[config.mk]
export PLATFORM = sky130hd
export DESIGN_NAME = uart_rx_flat
export DESIGN_NICKNAME = d
export VERILOG_FILES = /design/src/rtl/uart_rx_if.sv /design/src/rtl/uart_rx.sv /design/src/flat_wrapper.sv
export SDC_FILE = /design/constraint.sdc
export NUM_CORES = 1
export LEC_CHECK = 0
export ABC_AREA = 1
export CORE_ASPECT_RATIO = 0.75
export CORE_MARGIN = 2
export CORE_UTILIZATION = 30
export CTS_BUF_LIST = sky130_fd_sc_hd__clkbuf_8
export DETAILED_ROUTE_END_ITERATION = 6
export PLACE_DENSITY_LB_ADDON = 0.15
export SYNTH_ARGS = -nofsm -noshare
export SYNTH_HDL_FRONTEND = slang
export SYNTH_SLANG_ARGS = --single-unit
[constraint.sdc]
create_clock -name clk -period 1.6 [get_ports clk]
set_input_delay 0.32 -clock clk [delete_from_list [all_inputs] [get_ports clk]]
set_output_delay 0.32 -clock clk [all_outputs]
set_load 0.05 [all_outputs]
[src/rtl/uart_rx_if.sv]
// Receive-side byte handshake and status bundle for uart_rx.
// The receiver is the master: it drives data, valid and flags; the consumer drives ready.
interface uart_rx_if;
   logic [7:0] rx_data;
   logic       rx_valid;
   logic       rx_ready;
   logic       rx_busy;
   logic       frame_err;
   logic       overrun;

   modport master (output rx_data, rx_valid, rx_busy, frame_err, overrun, input rx_ready);
   modport slave  (input rx_data, rx_valid, rx_busy, frame_err, overrun, output rx_ready);
endinterface

[src/rtl/uart_rx.sv]
// 8N1 serial receiver: oversampled start check, mid-bit sampling, and a
// one-deep output register with valid/ready, framing-error and overrun pulses.
module uart_rx #(
   parameter int CLK_PER_BIT = 434
) (
   input  logic      clk,
   input  logic      rst_n,
   input  logic      rx,
   uart_rx_if.master bus
);

   localparam logic [13:0] HALF_M1 = 14'(CLK_PER_BIT / 2 - 1);
   localparam logic [13:0] BIT_M1  = 14'(CLK_PER_BIT - 1);

   typedef enum logic [2:0] {IDLE, START, DATA, STOP, WAIT_IDLE} state_t;

   state_t      state, state_n;
   logic        sync1, rx_s;
   logic [13:0] clk_count, cnt_n;
   logic [2:0]  bit_index, idx_n;
   logic [7:0]  rx_shift, shift_n;
   logic [7:0]  rx_data;
   logic        rx_valid, frame_err, overrun;
   logic        load, ferr;

   // Two-flop synchronizer; idles high so reset never looks like a start bit.
   always_ff @(posedge clk or negedge rst_n) begin
      if (!rst_n) begin
         sync1 <= 1'b1;
         rx_s  <= 1'b1;
      end else begin
         sync1 <= rx;
         rx_s  <= sync1;
      end
   end

   always_comb begin
      state_n = state;
      cnt_n   = clk_count;
      idx_n   = bit_index;
      shift_n = rx_shift;
      load    = 1'b0;
      ferr    = 1'b0;
      case (state)
         IDLE: begin
            if (!rx_s) begin
               state_n = START;
               cnt_n   = '0;
            end
         end
         START: begin
            if (clk_count == HALF_M1) begin
               cnt_n   = '0;
               idx_n   = '0;
               state_n = rx_s ? IDLE : DATA;
            end else begin
               cnt_n = clk_count + 14'd1;
            end
         end
         DATA: begin
            if (clk_count == BIT_M1) begin
               cnt_n              = '0;
               shift_n[bit_index] = rx_s;
               idx_n              = bit_index + 3'd1;
               if (bit_index == 3'd7) state_n = STOP;
            end else begin
               cnt_n = clk_count + 14'd1;
            end
         end
         STOP: begin
            if (clk_count == BIT_M1) begin
               cnt_n = '0;
               if (rx_s) begin
                  load    = 1'b1;
                  state_n = IDLE;
               end else begin
                  ferr    = 1'b1;
                  state_n = WAIT_IDLE;
               end
            end else begin
               cnt_n = clk_count + 14'd1;
            end
         end
         WAIT_IDLE: begin
            if (rx_s) state_n = IDLE;
         end
         default: state_n = IDLE;
      endcase
   end

   always_ff @(posedge clk or negedge rst_n) begin
      if (!rst_n) begin
         state     <= IDLE;
         clk_count <= '0;
         bit_index <= '0;
         rx_shift  <= '0;
      end else begin
         state     <= state_n;
         clk_count <= cnt_n;
         bit_index <= idx_n;
         rx_shift  <= shift_n;
      end
   end

   // A new byte always wins; overrun only when the old byte was not taken this cycle.
   always_ff @(posedge clk or negedge rst_n) begin
      if (!rst_n) begin
         rx_data   <= 8'h00;
         rx_valid  <= 1'b0;
         frame_err <= 1'b0;
         overrun   <= 1'b0;
      end else begin
         frame_err <= ferr;
         overrun   <= load && rx_valid && !bus.rx_ready;
         if (load) begin
            rx_data  <= rx_shift;
            rx_valid <= 1'b1;
         end else if (rx_valid && bus.rx_ready) begin
            rx_valid <= 1'b0;
         end
      end
   end

   assign bus.rx_data   = rx_data;
   assign bus.rx_valid  = rx_valid;
   assign bus.rx_busy   = (state != IDLE);
   assign bus.frame_err = frame_err;
   assign bus.overrun   = overrun;

endmodule

[src/flat_wrapper.sv]
// flat-port wrapper written by rule: the top's interface ports become plain ports
module uart_rx_flat 
#(
   parameter int CLK_PER_BIT = 434
)
  (clk, rst_n, rx, bus_rx_data, bus_rx_valid, bus_rx_busy, bus_frame_err, bus_overrun, bus_rx_ready);
  uart_rx_if bus_i ();
  input  logic clk;
  input  logic rst_n;
  input  logic rx;
  output wire logic [$bits(bus_i.rx_data)-1:0] bus_rx_data;
  output wire logic [$bits(bus_i.rx_valid)-1:0] bus_rx_valid;
  output wire logic [$bits(bus_i.rx_busy)-1:0] bus_rx_busy;
  output wire logic [$bits(bus_i.frame_err)-1:0] bus_frame_err;
  output wire logic [$bits(bus_i.overrun)-1:0] bus_overrun;
  input wire logic [$bits(bus_i.rx_ready)-1:0] bus_rx_ready;
  assign bus_rx_data = bus_i.rx_data;
  assign bus_rx_valid = bus_i.rx_valid;
  assign bus_rx_busy = bus_i.rx_busy;
  assign bus_frame_err = bus_i.frame_err;
  assign bus_overrun = bus_i.overrun;
  assign bus_i.rx_ready = bus_rx_ready;
  uart_rx #(.CLK_PER_BIT(CLK_PER_BIT)) u_core (.clk(clk), .rst_n(rst_n), .rx(rx), .bus(bus_i));
endmodule
=== Word-level counts from Yosys, hierarchy flattened ===
Cells that the tools add are included.

* Register bits after elaboration: 41
* Input port bits: 4
* Output and inout port bits: 12
* Logic and storage cells: 69

* $add $sub $neg: 2
* $lt $le $gt $ge: 2
* Equal/unequal tests: 13
* Muxes and demuxes: 27
* Reductions and logical operators: 15

{| class="wikitable"
|+ Operator list
! kind !! count
|-
| 14-bit two-way mux || 3
|-
| 14-bit one-hot mux with 3 select lines || 1
|-
| 3-bit two-way mux || 9
|-
| 3-bit one-hot mux with 5 select lines || 1
|-
| 14-bit by 1-bit adder with 14-bit output (second input constant) || 1
|-
| 14-bit by 8-bit == test with 1-bit output (second input constant) || 1
|-
| 14-bit by 9-bit == test with 1-bit output (second input constant) || 1
|-
| 2-bit by 1-bit inequality test with 1-bit output (second input constant) || 5
|-
| 1-bit two-way mux || 9
|-
| 8-bit bitwise mux || 1
|-
| 3-bit by 2-bit == test with 1-bit output (second input constant) || 2
|-
| 3-bit == test (second input constant) || 2
|-
| 3-bit one-hot mux with 2 select lines || 1
|-
| 6-bit AND reduction || 1
|-
| 3-bit nonzero test || 2
|-
| 1-bit logical AND || 4
|-
| 3-bit by 4-bit < comparator with 1-bit output (second input constant) || 1
|-
| 2-bit AND reduction || 2
|-
| 2-bit nonzero test || 2
|-
| 3-bit by 1-bit adder with 3-bit output (second input constant) || 1
|-
| 1-bit demux with 3-bit select || 1
|-
| 3-bit by 1-bit == test with 1-bit output (second input constant) || 1
|-
| 3-bit by 1-bit >= comparator with 1-bit output (second input constant) || 1
|-
| 3-bit zero test || 1
|-
| other kinds (5) || 5
|}

=== Logic depth before layout (Yosys ltp) ===
Gate-level depths: netlist of the first run.

* Depth after elaboration: 5
* Mapped depth: 9
* Mapped depth without buffers: 9

=== Worst setup path after synthesis of the first run ===
OpenSTA, ideal clock, no wires.

* Kind: reg-to-reg
* From: register u_core.clk_count[1]
* To: register u_core.rx_data[0] (netlist: u_core.bus.rx_data[0])
* Setup time: 119 ps
* Arrival: 1,338 ps
* Required time: 1,481 ps
* Slack: 143 ps
* Cell stages (with the launch flop): 10
* Period minus slack after synthesis: 1,457 ps
* Cells stage by stage: dfrtp_1 inv_1 ha_1 nand3_1 nor2_1 and2_1 buf_2 nand2_4 nand2_1 nand2_1

* Longest elaborated chain between the ends: 3

{| class="wikitable"
|+ RTL lines
! element !! RTL line !! text
|-
| start: declaration || uart_rx.sv:19 || <nowiki>logic [13:0] clk_count, cnt_n;</nowiki>
|-
| start signal: assignment || uart_rx.sv:99 || <nowiki>clk_count <= cnt_n;</nowiki>
|-
| 14-bit by 9-bit == test with 1-bit output || uart_rx.sv:71 || <nowiki>if (clk_count == BIT_M1) begin</nowiki>
|-
| 1-bit two-way mux || uart_rx.sv:71 ||
|-
| 1-bit two-way mux || uart_rx.sv:44 || <nowiki>case (state)</nowiki>
|-
| end signal: assignment || uart_rx.sv:116 || <nowiki>rx_data <= rx_shift;</nowiki>
|-
| end: declaration || uart_rx.sv:22 || <nowiki>logic [7:0] rx_data;</nowiki>
|}

Every way passes these cells.
A chain may end at the register's enable or synchronous reset.

=== Final worst setup path of the first run ===
* From: register u_core.state[1]
* To: output port bus_rx_busy

* Longest elaborated chain between the ends: 1

{| class="wikitable"
|+ RTL lines
! element !! RTL line !! text
|-
| start: declaration || uart_rx.sv:17 || <nowiki>state_t state, state_n;</nowiki>
|-
| start signal: assignment || uart_rx.sv:98 || <nowiki>state <= state_n;</nowiki>
|-
| 3-bit nonzero test || uart_rx.sv:126 || <nowiki>assign bus.rx_busy = (state != IDLE);</nowiki>
|-
| end: declaration || flat_wrapper.sv:13 || <nowiki>output wire logic [$bits(bus_i.rx_busy)-1:0] bus_rx_busy;</nowiki>
|}

Every way passes these cells.

==> flow_summary.yaml, run 1 <==
outcome:
  status: "complete, no violations"
setup_path:
  crit_path_cell_trace: "nor2_4 > nand2_1 > buf_12"
  worst_path_max_delay_cell: "dfrtp_1"
  worstPathMaxFanout: 4
  start_kind: "register"
  critical_path_arrival_ns: 1.22
  critical_path_class: "register to primary output"
  worstPathRequired_ns: 1.28
  critPathCaptureType: "primary output"
  max_stage_delay_ns: 0.44
timing:
  worst_pin_slew_ns: 0.417
  final_max_slew_viol_count: 0
  timing.final.crit_share: 0.961
  skew_ns: 0.00559
  max_slew_margin: 0.721
  period_minus_slack_ns: 1.54
  max_clock_freq_mhz: 651
  rsz0062_at_grt: "true"
  hold_viol: 0
  setup_violations: 0
layout:
  syn2layout_area_growth_pct: 27.0
  stdcell_area_um2: 2950
  post-route-util: 0.397
  layout.nets: 354
  drive_above_1_share: 0.266
  antenna_cells: 0
  fillCellCount: 796
pwr:
  power.density_nw_per_um2: 713
  p_leak_nw: 1.47
  ir_worst_vdd_v: 0.000502
route:
  vias_per_cell: 4.48
  drcViolationCount: 0
  first_iter_violations: 140
  wl_per_cell_um: 12.4
  drtPass1Iterations: 4
  drtAntennaViolNets: 0
  wirelength_um: 5530
  vias: 2004
global_route:
  grt_pass1_wl_um: 9600
  antenna_found_initial: 0
  grtUsageMet2: 0.212
  grt_util_met1: 0.215
  grt_pass1_vias: 1972
  track_usage: 0.144
  grt.overflow.total: 0
  grtUsageMet3: 0.0292
  top_usage_layer: "met1"
  grt_max_degree: 42
clocking:
  clk_latency_ns: 0.29
  cts_tree: "built"
  cts_sinks: 41
  path_clk_slew_ns: 0.09
  cts.root.buffer_cell: "clkbuf_8"
  cts-buffers-inserted: 5
  clockBufferDepth: 2
  ctsHtreeMaxLevel: 2
synthesis:
  synth_area_leader_cell: "dfrtp_1"
  syn_area_um2: 2320
  ys_seq_area_frac: 0.443
  synth_nets: 312
  synth.ff_latch_count: 41
  synth_area_leaders: "dfrtp_1, nand2_1, nand3_1"
  avgSynthCellArea_um2: 7.66
  ys.warnings.count: 0
  synth.distinct_cells: 25
  yosysTopAreaCellShare: 0.420
  netlist_instances: 303
floorplan:
  rows: 27
  fp.dieArea_um2: 8470
  coreArea_um2: 7430
  start_util: 0.312
  fp.dieH_um: 80.2
  io_pins: 16
  die_x_um: 106
job:
  maxCapViolCount: 0
worst_hold_path:
  hold_class: "register to register"
placed_design:
  place_congestion: 0.866
  dp_hpwl_um: 4030
  io_buffers: 15
  placed_area_um2: 2670
## cell usage in the layout (no fill, tap or decap), types with 3 or more instances in the layout
cell | synthesis | final
xor2_1 | 3 | 3
o21ai_1 | 7 | 7
nand2_1 | 98 | 95
nand2_4 | 5 | 5
nand2_2 | 4 | 6
o21ai_0 | 3 | 3
inv_1 | 19 | 17
inv_2 | 7 | 9
nor3_1 | 4 | 4
nand4_1 | 13 | 13
buf_4 | 0 | 31
clkbuf_8 | 0 | 5
nor2_2 | 7 | 10
ha_1 | 5 | 3
nor2_1 | 37 | 34
nor2_4 | 5 | 5
dfrtp_2 | 0 | 3
nand3_1 | 33 | 33
dfrtp_1 | 39 | 36
## worst max-delay path, delay by kind of cell (launching register included)
family,cells,cell delay [ns]
flops,1,0.44
simple gates,2,0.31
buf+inv,1,0.17
## flip-flops by register name (all words and copies together) (netlist names)
signal and flops:
u_core.bit_index 3, u_core.bus.frame_err 1, u_core.bus.overrun 1, u_core.bus.rx_data 8
u_core.bus.rx_valid 1, u_core.clk_count 14, u_core.rx_s 1, u_core.rx_shift 8
u_core.state 3, u_core.sync1 1
## metal layers
metal / vias to the layer above / part of all wire / routed length [um]
met5: - / 0 / 0
met4: 0 / 0.0074 / 41
met3: 2 / 0.038 / 209
met2: 29 / 0.40 / 2240
met1: 910 / 0.55 / 3040
li1: 1063 / - / -
## Yosys cell counts (all sizes together)
master and instances:
nand2 107, nor2 49, dfrtp 39, nand3 35
inv 27, nand4 13, o21ai 10, ha 5
nor3 4, buf 3, xor2 3, dfstp 2
o211ai 2, a21oi 1, and2 1, and3 1
bufinv 1
## kinds of logic after synthesis
family                   after synthesis  share of synthesized area
AO/OA/AOI/OAI                         13                     0.0350
XOR/XNOR                               3                     0.0113
adder cells (fa/ha/maj)                5                     0.0269
buffers and inverters                 31                     0.0587
flip-flops                            41                      0.443
AND/OR/NAND/NOR                      210                      0.425
## power by group
| part | internal (W) | switching, W | total [W] |
|---|---|---|---|
| clock network | 0.000628 | 0.000391 | 0.00102 |
| registers | 0.00104 | 0.00000409 | 0.00104 |
| logic | 0.0000142 | 0.0000277 | 0.0000419 |
| total | 0.00168 | 0.000422 | 0.00210 |
## final timing paths
check | from | endpoint | slack [ns] | cells past startpoint
setup / recovery | u_core.state[1] | bus_rx_busy | 0.06 | 3
hold / removal | u_core.sync1 | u_core.rx_s | 0.36 | 0
setup reg to reg | u_core.clk_count[1] | u_core.clk_count[2] | 0.08 | 10
hold reg to reg | u_core.sync1 | u_core.rx_s | 0.36 | 0
max in group asynchronous | rst_n | u_core.rx_s | 0.82 | 3
min in group asynchronous | rst_n | u_core.state[2] | 0.52 | 3
## what timing repair did
item | in CTS | in global routing
setup endpoints to repair | 9 | 34
pin swaps | 0 | 11
gates resized for setup | 2 | 18
hold buffers | 1 | 0
buffers inserted | 0 | 9
endpoints found under the hold margin | 39 | 0
## metrics by stage
stage	setup slack, ns	total power, W	TNS [ns]	hold slack (ns)	std cells
after detailed placement	-0.0264	0.00111	-0.119	0.315	429
after floorplan	0.143	0.00107	0	0.0244	303
after global routing	-0.0596	0.00219	-0.472	0.364	447
final	0.0628	0.00210	0	0.360	447
after CTS	0.0267	0.00215	0	0.361	438
after global placement	-0.000601	0.00111	-0.000601	0.315	429
## area by class of cell
cell class | count | area (um2) | area share
multi-input combinational | 231 | 1210 | 0.411
clock buffer | 5 | 68.8 | 0.0233
clock inverter | 3 | 68.8 | 0.0233
timing repair buffer | 38 | 319 | 0.108
sequential | 41 | 1030 | 0.350
inverter | 28 | 121 | 0.0411
tap | 101 | 126 | 0.0428
(Power assumes the default switching activity.)
==> run 2, diff against run 1 <==
Settings changed: GPL_TIMING_DRIVEN set to 1.
==> results of run 2 <==
The final DEF is identical to that of run 1; final timing and power are the same.
==> run 3, diff against run 2 <==
Settings changed: DONT_BUFFER_PORTS set to 1.
==> run 3 against run 2 <==
  * Cell count decreased by 3.1%
  * Via count shrank 0.85%
  * Clock-buffer cell count unchanged
  * Largest power group unchanged
  * Fmax down 0.21%
  * Die area unchanged
  * Non-clock buffer count down 14
  * Register-to-register slack about the same
  * Wire length is 0.31% higher
  * Sequential cell count unchanged
  * Critical path type unchanged
  * Global-route usage fell by 0.083 points
==> flow_summary.yaml, run 3 (synthesis results as in run 1) <==
outcome:
  status: "complete, no violations"
clocking:
  cts_tree: "built"
  cts.root.buffer_cell: "clkbuf_8"
  ctsHtreeMaxLevel: 2
  cts-buffers-inserted: 5
  path_clk_slew_ns: 0.08
  cts_sinks: 41
  clockBufferDepth: 2
  clk_latency_ns: 0.29
layout:
  final_common_cell: "nand2_1"
  syn2layout_area_growth_pct: 20.2
  layout_common_cells: "nand2_1, dfrtp_1, nor2_1, nand3_1, buf_4"
  largest_register: "u_core.clk_count"
  drive_above_1_share: 0.241
  largest_register_ffs: 14
  stdcell_area_um2: 2790
  antenna_cells: 0
  layout.nets: 340
  top_regs: "u_core.clk_count: 14 flops, u_core.bus.rx_data: 8 flops, u_core.rx_shift: 8 flops"
  fillCellCount: 804
setup_path:
  worst_path_dominant_cell_family: "flip-flops"
  crit_path_cell_trace: "nor2_4 > nand2_2"
  worst_path_max_delay_cell: "dfrtp_1"
  rr_worst_depth: 9
  worst-path-stages: 2
  critical_path_arrival_ns: 1.22
  start_kind: "register"
  worstPathRequired_ns: 1.28
  critical_path_class: "register to primary output"
  cp_num_buf_inv: 0
  max_stage_delay_ns: 0.50
  r2r_setup_slack_ns: 0.08
  critPathCaptureType: "primary output"
  worstPathMaxFanout: 6
floorplan:
  io_pins: 16
  coreArea_um2: 7430
  die_x_um: 106
  fp.dieH_um: 80.2
  rows: 27
  fp.dieArea_um2: 8470
  start_util: 0.312
route:
  vias: 1987
  vias_per_cell: 4.59
  drtAntennaViolNets: 0
  drtPass1Iterations: 4
  wl_per_cell_um: 12.8
  first_iter_violations: 84
  drcViolationCount: 0
  wirelength_um: 5550
timing:
  setup_violations: 0
  rsz0062_at_grt: "true"
  timing.final.crit_share: 0.963
  max_clock_freq_mhz: 649
  final_max_slew_viol_count: 0
  skew_ns: 0.00263
  whs_ns: 0.186
  max_slew_margin: 0.676
  period_minus_slack_ns: 1.54
  worst_pin_slew_ns: 0.486
  hold_viol: 0
placed_design:
  placed_area_um2: 2500
  place_congestion: 0.857
  io_buffers: 0
  dp_hpwl_um: 4060
global_route:
  grt_pass1_wl_um: 9440
  grt.overflow.total: 0
  grt_max_degree: 42
  antenna_found_initial: 0
  track_usage: 0.144
  grt_pass1_vias: 1866
pwr:
  power.density_nw_per_um2: 632
  p_leak_nw: 1.37
  ir_worst_vdd_v: 0.000269
job:
  maxCapViolCount: 0
worst_hold_path:
  hold_depth: 3
  hold_class: "input port to register"
[run 3: changes by cell type in the layout (fill, tap and decap cells not counted), sizes merged]
cell / previous run / this run
clkinvlp: 0 / 1
clkdlybuf4s50: 2 / 0
clkinv: 0 / 2
inv: 28 / 27
buf: 35 / 22
bufinv: 3 / 1
dlygate4sd3: 1 / 2
[run 3: stage by stage]
| stage | TNS (ns) | setup WS [ns] | util | instances | power, W |
|---|---|---|---|---|---|
| after floorplan | 0 | 0.143 | - | 303 | 0.00107 |
| after global placement | 0 | 0.0616 | 0.337 | 410 | 0.00107 |
| after detailed placement | 0 | 0.0197 | 0.337 | 410 | 0.00107 |
| after CTS | 0 | 0.00814 | 0.354 | 420 | 0.00180 |
| after global routing | -0.193 | -0.0347 | 0.376 | 433 | 0.00184 |
| final | 0 | 0.0595 | 0.376 | 433 | 0.00177 |
[run 3: power by group]
group	switching [W]	total [W]	internal (W)
logic	0.0000305	0.0000464	0.0000159
registers	0.00000149	0.00104	0.00104
clock network	0.000376	0.000678	0.000301
total	0.000408	0.00177	0.00136
[run 3: layout make-up]
class	count	area, um2	area share
clock buffer	5	68.8	0.0247
clock inverter	3	17.5	0.00628
inverter	28	121	0.0435
multi-input combinational	231	1210	0.433
sequential	41	1030	0.369
tap	101	126	0.0453
timing repair buffer	24	218	0.0780
[run 3: final timing paths]
check	startpoint	end
worst max-delay path	u_core.state[0]	bus_rx_busy
worst min-delay path	bus_rx_ready	u_core.bus.overrun
worst max register to register	u_core.clk_count[1]	u_core.clk_count[4]
worst min register to register	u_core.sync1	u_core.rx_s
max in group asynchronous	rst_n	u_core.sync1
min in group asynchronous	rst_n	u_core.clk_count[4]
[run 3: per-layer routing]
layer	routed length [um]	vias to the layer above	global-route usage
li1	-	1028	-
met1	3060	911	0.218
met5	0	-	0
met2	2120	40	0.196
met3	293	8	0.0325
met4	80	0	0.0474
[run 3: worst register-to-register path, stage by stage (launching register included)]
cell     delay (ns)
dfrtp_1        0.40
inv_2          0.10
ha_4           0.14
nand4_1        0.08
nor2_1         0.14
nand2_2        0.11
nand2_4        0.11
nand2_8        0.07
nor2_4         0.19
nor2_1         0.07
[run 3: what timing repair did]
item,in CTS,in global routing
resized for setup,1,17
hold buffers,2,1
endpoints found under the setup margin,1,32
endpoints found under the hold margin,41,1
cloned,0,0
pin swaps,0,12
setup buffers,0,12
